`src/rtl/fetch_unit.sv`:
```
// fetch_unit: instruction fetch stage. Owns the fetch PC, issues one word
// read at a time over req/ack, buffers {pc, instr} in a small FIFO and
// presents the head to the decoder with valid/ready. A redirect flushes
// all buffered and in-flight work and restarts fetch at a new address.
//
// Optional feature macro: FETCH_MISALIGN_CHECK_EN
//   defined   : a redirect to a non word-aligned target parks the unit in
//               FAULT (misaligned_o=1, no requests) until a valid redirect.
//   undefined : redirect_pc_i[1:0] forced to 00, misaligned_o stays 0.
//
// Ports:
//   clk_i, reset_i            clock, synchronous active-high reset
//   imem_req_o, imem_addr_o   read request / word address
//   imem_ack_i, imem_rdata_i  request accepted, data valid same cycle
//   ir_o, pc_o, ir_valid_o    FIFO head (zero when empty)
//   ir_ready_i                decoder consumes head
//   redirect_i, redirect_pc_i flush and restart fetch
//   misaligned_o              fetch fault indicator
module fetch_unit #(
   parameter logic [31:0] RESET_PC   = 32'h0000_0000,
   parameter int          FIFO_DEPTH = 2
) (
   input  logic        clk_i,
   input  logic        reset_i,
   output logic        imem_req_o,
   output logic [31:0] imem_addr_o,
   input  logic        imem_ack_i,
   input  logic [31:0] imem_rdata_i,
   output logic [31:0] ir_o,
   output logic [31:0] pc_o,
   output logic        ir_valid_o,
   input  logic        ir_ready_i,
   input  logic        redirect_i,
   input  logic [31:0] redirect_pc_i,
   output logic        misaligned_o
);

   localparam int AW = (FIFO_DEPTH > 1) ? $clog2(FIFO_DEPTH) : 1;
   localparam int CW = $clog2(FIFO_DEPTH + 1);
   localparam logic [CW-1:0] FULL = CW'(FIFO_DEPTH);
   localparam logic [AW-1:0] LAST = AW'(FIFO_DEPTH - 1);

   typedef enum logic [1:0] {
      BOOT,
      RUN,
      DISCARD,
      FAULT
   } state_t;

   state_t        r_state;
   logic [31:0]   r_fpc;
   logic [31:0]   r_req_addr;
   logic [CW-1:0] r_count;
   logic [AW-1:0] r_rd_ptr;
   logic [AW-1:0] r_wr_ptr;
   logic          r_fault_pend;
   logic          r_misaligned;
   logic [31:0]   r_ir_mem [FIFO_DEPTH];
   logic [31:0]   r_pc_mem [FIFO_DEPTH];

   logic          w_req;
   logic          w_pending;
   logic          w_push;
   logic          w_pop;
   logic          w_nempty;
   logic          w_bad;
   logic [31:0]   w_tgt;

`ifdef FETCH_MISALIGN_CHECK_EN
   assign w_tgt = redirect_pc_i;
   assign w_bad = (redirect_pc_i[1:0] != 2'b00);
`else
   assign w_tgt = redirect_pc_i & 32'hFFFF_FFFC;
   assign w_bad = 1'b0;
`endif

   function automatic logic [AW-1:0] nxt(input logic [AW-1:0] p);
      return (p == LAST) ? '0 : p + 1'b1;
   endfunction

   // Request is a pure decode of registered state and count, so it
   // cannot change mid-handshake: count only grows on an ack.
   assign w_req = ((r_state == RUN) && (r_count < FULL))
                | (r_state == DISCARD);
   assign w_pending = w_req & ~imem_ack_i;
   assign w_nempty  = (r_count != '0);
   assign w_push    = (r_state == RUN) & w_req & imem_ack_i & ~redirect_i;
   assign w_pop     = w_nempty & ir_ready_i & ~redirect_i;

   assign imem_req_o   = w_req;
   assign imem_addr_o  = (r_state == DISCARD) ? r_req_addr : r_fpc;
   assign ir_valid_o   = w_nempty;
   assign ir_o         = w_nempty ? r_ir_mem[r_rd_ptr] : '0;
   assign pc_o         = w_nempty ? r_pc_mem[r_rd_ptr] : '0;
   assign misaligned_o = r_misaligned;

   always_ff @(posedge clk_i) begin
      if (reset_i) begin
         r_state      <= BOOT;
         r_fpc        <= RESET_PC;
         r_req_addr   <= RESET_PC;
         r_count      <= '0;
         r_rd_ptr     <= '0;
         r_wr_ptr     <= '0;
         r_fault_pend <= 1'b0;
         r_misaligned <= 1'b0;
      end else if (redirect_i) begin
         r_fpc        <= w_tgt;
         r_count      <= '0;
         r_rd_ptr     <= '0;
         r_wr_ptr     <= '0;
         r_fault_pend <= w_bad;
         r_misaligned <= 1'b0;
         if (w_pending) begin
            // Keep the abandoned request alive until memory acks it.
            r_state <= DISCARD;
            if (r_state != DISCARD)
               r_req_addr <= r_fpc;
         end else if (w_bad) begin
            r_state      <= FAULT;
            r_misaligned <= 1'b1;
         end else begin
            r_state <= RUN;
         end
      end else begin
         unique case (r_state)
            BOOT: r_state <= RUN;
            RUN: begin
               if (w_push)
                  r_fpc <= r_fpc + 32'd4;
            end
            DISCARD: begin
               if (imem_ack_i) begin
                  r_state      <= r_fault_pend ? FAULT : RUN;
                  r_misaligned <= r_fault_pend;
               end
            end
            FAULT: r_state <= FAULT;
         endcase
         if (w_push)
            r_wr_ptr <= nxt(r_wr_ptr);
         if (w_pop)
            r_rd_ptr <= nxt(r_rd_ptr);
         unique case ({w_push, w_pop})
            2'b10:   r_count <= r_count + 1'b1;
            2'b01:   r_count <= r_count - 1'b1;
            default: r_count <= r_count;
         endcase
      end
   end

   always_ff @(posedge clk_i) begin
      if (w_push) begin
         r_ir_mem[r_wr_ptr] <= imem_rdata_i;
         r_pc_mem[r_wr_ptr] <= r_fpc;
      end
   end

endmodule

```
`config.mk`:
```
export PLATFORM = sky130hd
export DESIGN_NAME = fetch_unit
export DESIGN_NICKNAME = d
export VERILOG_FILES = /design/src/rtl/fetch_unit.sv
export SDC_FILE = /design/constraint.sdc
export NUM_CORES = 1
export LEC_CHECK = 0
export ABC_CLOCK_PERIOD_IN_PS = 5360
export CORE_MARGIN = 3
export CORE_UTILIZATION = 30
export CTS_CLUSTER_DIAMETER = 150
export CTS_CLUSTER_SIZE = 8
export DETAILED_ROUTE_END_ITERATION = 8
export GPL_TIMING_DRIVEN = 1
export SLEW_MARGIN = 5
export SYNTH_ARGS = -nofsm -noshare
export SYNTH_HDL_FRONTEND = slang
export SYNTH_SLANG_ARGS = --single-unit
```
`constraint.sdc`:
```
create_clock -name clk_i -period 5.36 [get_ports clk_i]
set_input_delay 0.536 -clock clk_i [delete_from_list [all_inputs] [get_ports clk_i]]
set_output_delay 0.536 -clock clk_i [all_outputs]
set_load 0.005 [all_outputs]
```
==> results.md <==
* Setup crit start kind: flop
* Pleak at ~3.4 nW
* Final setup violating endpoints at 0
* Routed wire length at 20.38 mm
* Critical Path, Cell by Cell: inv_1 -> ha_2 -> mux2_2 -> clkdlybuf4s50_1
* Worst Setup End Kind: output port
* Port Buf Inserts at 160
* CTS tree: done
* Synth unique cells at 44
* H-tree depth at 4
* Final Instance Area at 0.01077 mm2
* Critical path buffers and inverters at 2
* Fraction of layout instances using a drive strength above 1 at 0.09712
* M2 GR Usage at 0.2173
* Post-synth EDFFs at between 100 and 150
* Area added between synthesis and finish at 30.03%
* Hold Crit Class: reg2reg
* Slowest CP cell: ha_2
* Dpl ws at 1.989 ns
* Vias in the first global route at ~5400
* Largest net degree at the start of global routing at 70
* Post-synth ARST share at 0
* WL/cell at ~17 um
* Cell Pwr Density at roughly 300 mW/mm2
* Num CTS Buffers at 17
* CP Data Required Time at between 4 and 5 ns
* Period minus WS final at 3.170 ns
* Clk buf depth at 2
* Initial core utilization at 0.3065
* Post-DP Area at 0.01020 mm2
* Crit path max-delay family: adder cells
* PnR worst setup slack at around 2.2 ns
* Vias per inst at between 4 and 5
* Die height at roughly 170 um
* Slew Limit Fails at 0
* # diodes at 0
* Status: complete, no violations
* Tcrit/Tclk final at 0.5914
* Critical path peak fanout at 39
* ANT nets after route at 0
* Avg Cell Area, Syn at 12.20 um2
* M3 GR Usage at 0.03224
* Total Routing Usage GR at 0.1358
* # rows at 60
* Hpwl dp at around 13 mm
* Seq/Total Area, Yosys at 0.6115
* Synthesis Warnings at 0
* GRT busiest layer: met2
* CTS clk-pin slew, worst paths at roughly 0.070 ns
* Worst Max-Slew Pin Slew at 1.041 ns
* Die Area at just under 0.03 mm2
* Max stage delay on crit path at a little under 0.9 ns
* Rel. slew slack at 0.3059
* Die width at between 150 and 200 um
* # IOs at between 150 and 200
* Via total after detailed routing at around 5700
* Max IR drop VDD at just over 200 uV
* Initial DRT Pass Iterations at 4
* Unrepaired setup endpoints after global routing: false
* Hold Buf Count CTS at 0
* Routability congestion estimate at between 0.7 and 0.8
* Initial antenna violation count at 0
* Post-CTS Setup Bufs at 0
* Met1 Usage GRT at 0.1865
* WS Path Type: reg2out
* Final #Nets at between 800 and 900
* Fmax at about 0.32 GHz
* Grt ovf at 0
* Clock root cell: clkbuf_16
* CTS Sinks at 191
* Latest clock arrival within the worst-skew pair at between 0.4 and 0.5 ns
* Final Hold Fails at 0
* Mapped cell area at roughly 0.0083 mm2
* Predominant post-synthesis flop cell: edfxtp_1
* Post-Synthesis Cells at 679
* DRC viols at 0
* Core ar. at ~0.027 mm2
* Max-cap violations at 0
* First-pass GRT wire length at between 30 and 40 mm
* Synth Register Bits at 191
* Post-CTS resize count at 0
* Setup tns final at 0 ns
* Initial drt markers at about 370
* Crit path DAT at around 2.6 ns
* Clock Skews at ~0.010 ns
-- cell type report --
type / count / area [um2]
Clock buffer: 17 / 425.4
Clock inverter: 15 / 147.6
Fill cell: 2604 / 16260
Inverter: 12 / 45.04
Multi-Input combinational cell: 429 / 2985
Sequential cell: 191 / 5069
Tap cell: 341 / 426.7
Timing Repair Buffer: 170 / 1672
-- metrics by stage --
step | hold slack (ns) | util | instances | power, mW
2_1_floorplan | 0.4202 | - | 683 | 1.838
3_3_place_gp | 0.4666 | 0.3773 | 1143 | 2.004
3_5_place_dp | 0.4744 | 0.3773 | 1143 | 2.008
4_1_cts | 0.4962 | 0.3985 | 1175 | 3.248
5_1_grt | 0.5139 | 0.3985 | 1175 | 3.332
6_report | 0.4904 | 0.3985 | 1175 | 3.205
-- path summary, 6_finish.rpt --
| check | endpoint | startpoint | slack, ns | cells past startpoint |
|---|---|---|---|---|
| max | imem_addr_o[3] | r_state[0] | 2.19 | 4 |
| min | r_req_addr[5] | r_req_addr[5] | 0.49 | 2 |
| max reg2reg | r_fpc[30] | r_state[0] | 2.20 | 6 |
| min reg2reg | r_req_addr[5] | r_req_addr[5] | 0.49 | 2 |
-- state kept, by name, indices dropped and copies added (netlist names), named ones only --
register,count
r_rd_ptr,1
r_fpc,30
r_pc_mem,60
r_ir_mem,64
r_wr_ptr,1
r_req_addr,30
r_state,2
r_count,2
-- cells in the mapped netlist (7+ instances only) --
cell type / number / area, um2
mux2i_1: 92 / 920.9
or4_1: 13 / 97.59
nand4_1: 11 / 68.82
nand2_1: 21 / 78.83
edfxtp_1: 124 / 3724
mux2_2: 27 / 304.0
nor2_1: 124 / 465.5
inv_1: 11 / 41.29
buf_2: 7 / 35.03
dfxtp_1: 67 / 1341
a211oi_1: 11 / 82.58
or3_1: 8 / 50.05
a311oi_1: 19 / 166.4
o31ai_1: 14 / 105.1
nand3_1: 11 / 55.05
o21ai_0: 10 / 50.05
nor3_1: 10 / 50.05
buf_1: 9 / 33.78
clkbuf_1: 26 / 97.59
-- power breakdown --
group	switching, mW	leakage, nW	internal, mW	total, mW
Sequential	0.0461	1.68	1.62	1.66
Combinational	0.142	1.45	0.165	0.307
Clock	0.617	0.273	0.619	1.24
Total	0.805	3.41	2.40	3.21
-- logic make-up (layout without fill, tap and decap cells) --
kind of cell / Yosys count / count (layout) / share of synthesized area
compound gates: 63 / 63 / 0.05665
other cells: 1 / 5 / 0.0004527
simple gates: 226 / 226 / 0.1308
xor+xnor: 11 / 11 / 0.01163
flops: 191 / 191 / 0.6115
buf+inv: 63 / 214 / 0.03353
mux: 119 / 119 / 0.1479
fa+ha+maj: 5 / 5 / 0.007553
-- metal layers --
layer | part of all wire | vias to the layer above
met5 | 0 | -
met3 | 0.053 | 14
met2 | 0.46 | 145
met1 | 0.48 | 2785
li1 | - | 2783
met4 | 0.0081 | 0
-- worst reg2reg max path, delay by kind of cell (launching register included) --
kind | cells | cell delay, ns
AND/OR/NAND/NOR | 3 | 1.54
adder cells (fa/ha/maj) | 1 | 0.88
flip-flops | 1 | 0.33
AO/OA/AOI/OAI | 1 | 0.24
buffers and inverters | 1 | 0.08
-- cell usage in the layout (no fill, tap or decap), types with 6 or more instances in the layout --
cell	synthesis	layout
a211oi_1	11	11
a311oi_1	19	19
and4_1	6	6
buf_4	6	10
clkbuf_16	0	17
clkdlybuf4s50_1	0	159
dfxtp_1	67	66
edfxtp_1	124	124
inv_1	11	11
mux2_2	27	27
mux2i_1	92	92
nand2_1	21	21
nand3_1	11	11
nand4_1	11	11
nor2_1	124	121
nor3_1	10	9
o21ai_0	10	10
o31ai_1	14	14
or3_1	8	8
or4_1	13	13
xnor2_1	6	6
Power figures use the tool's default switching activity.
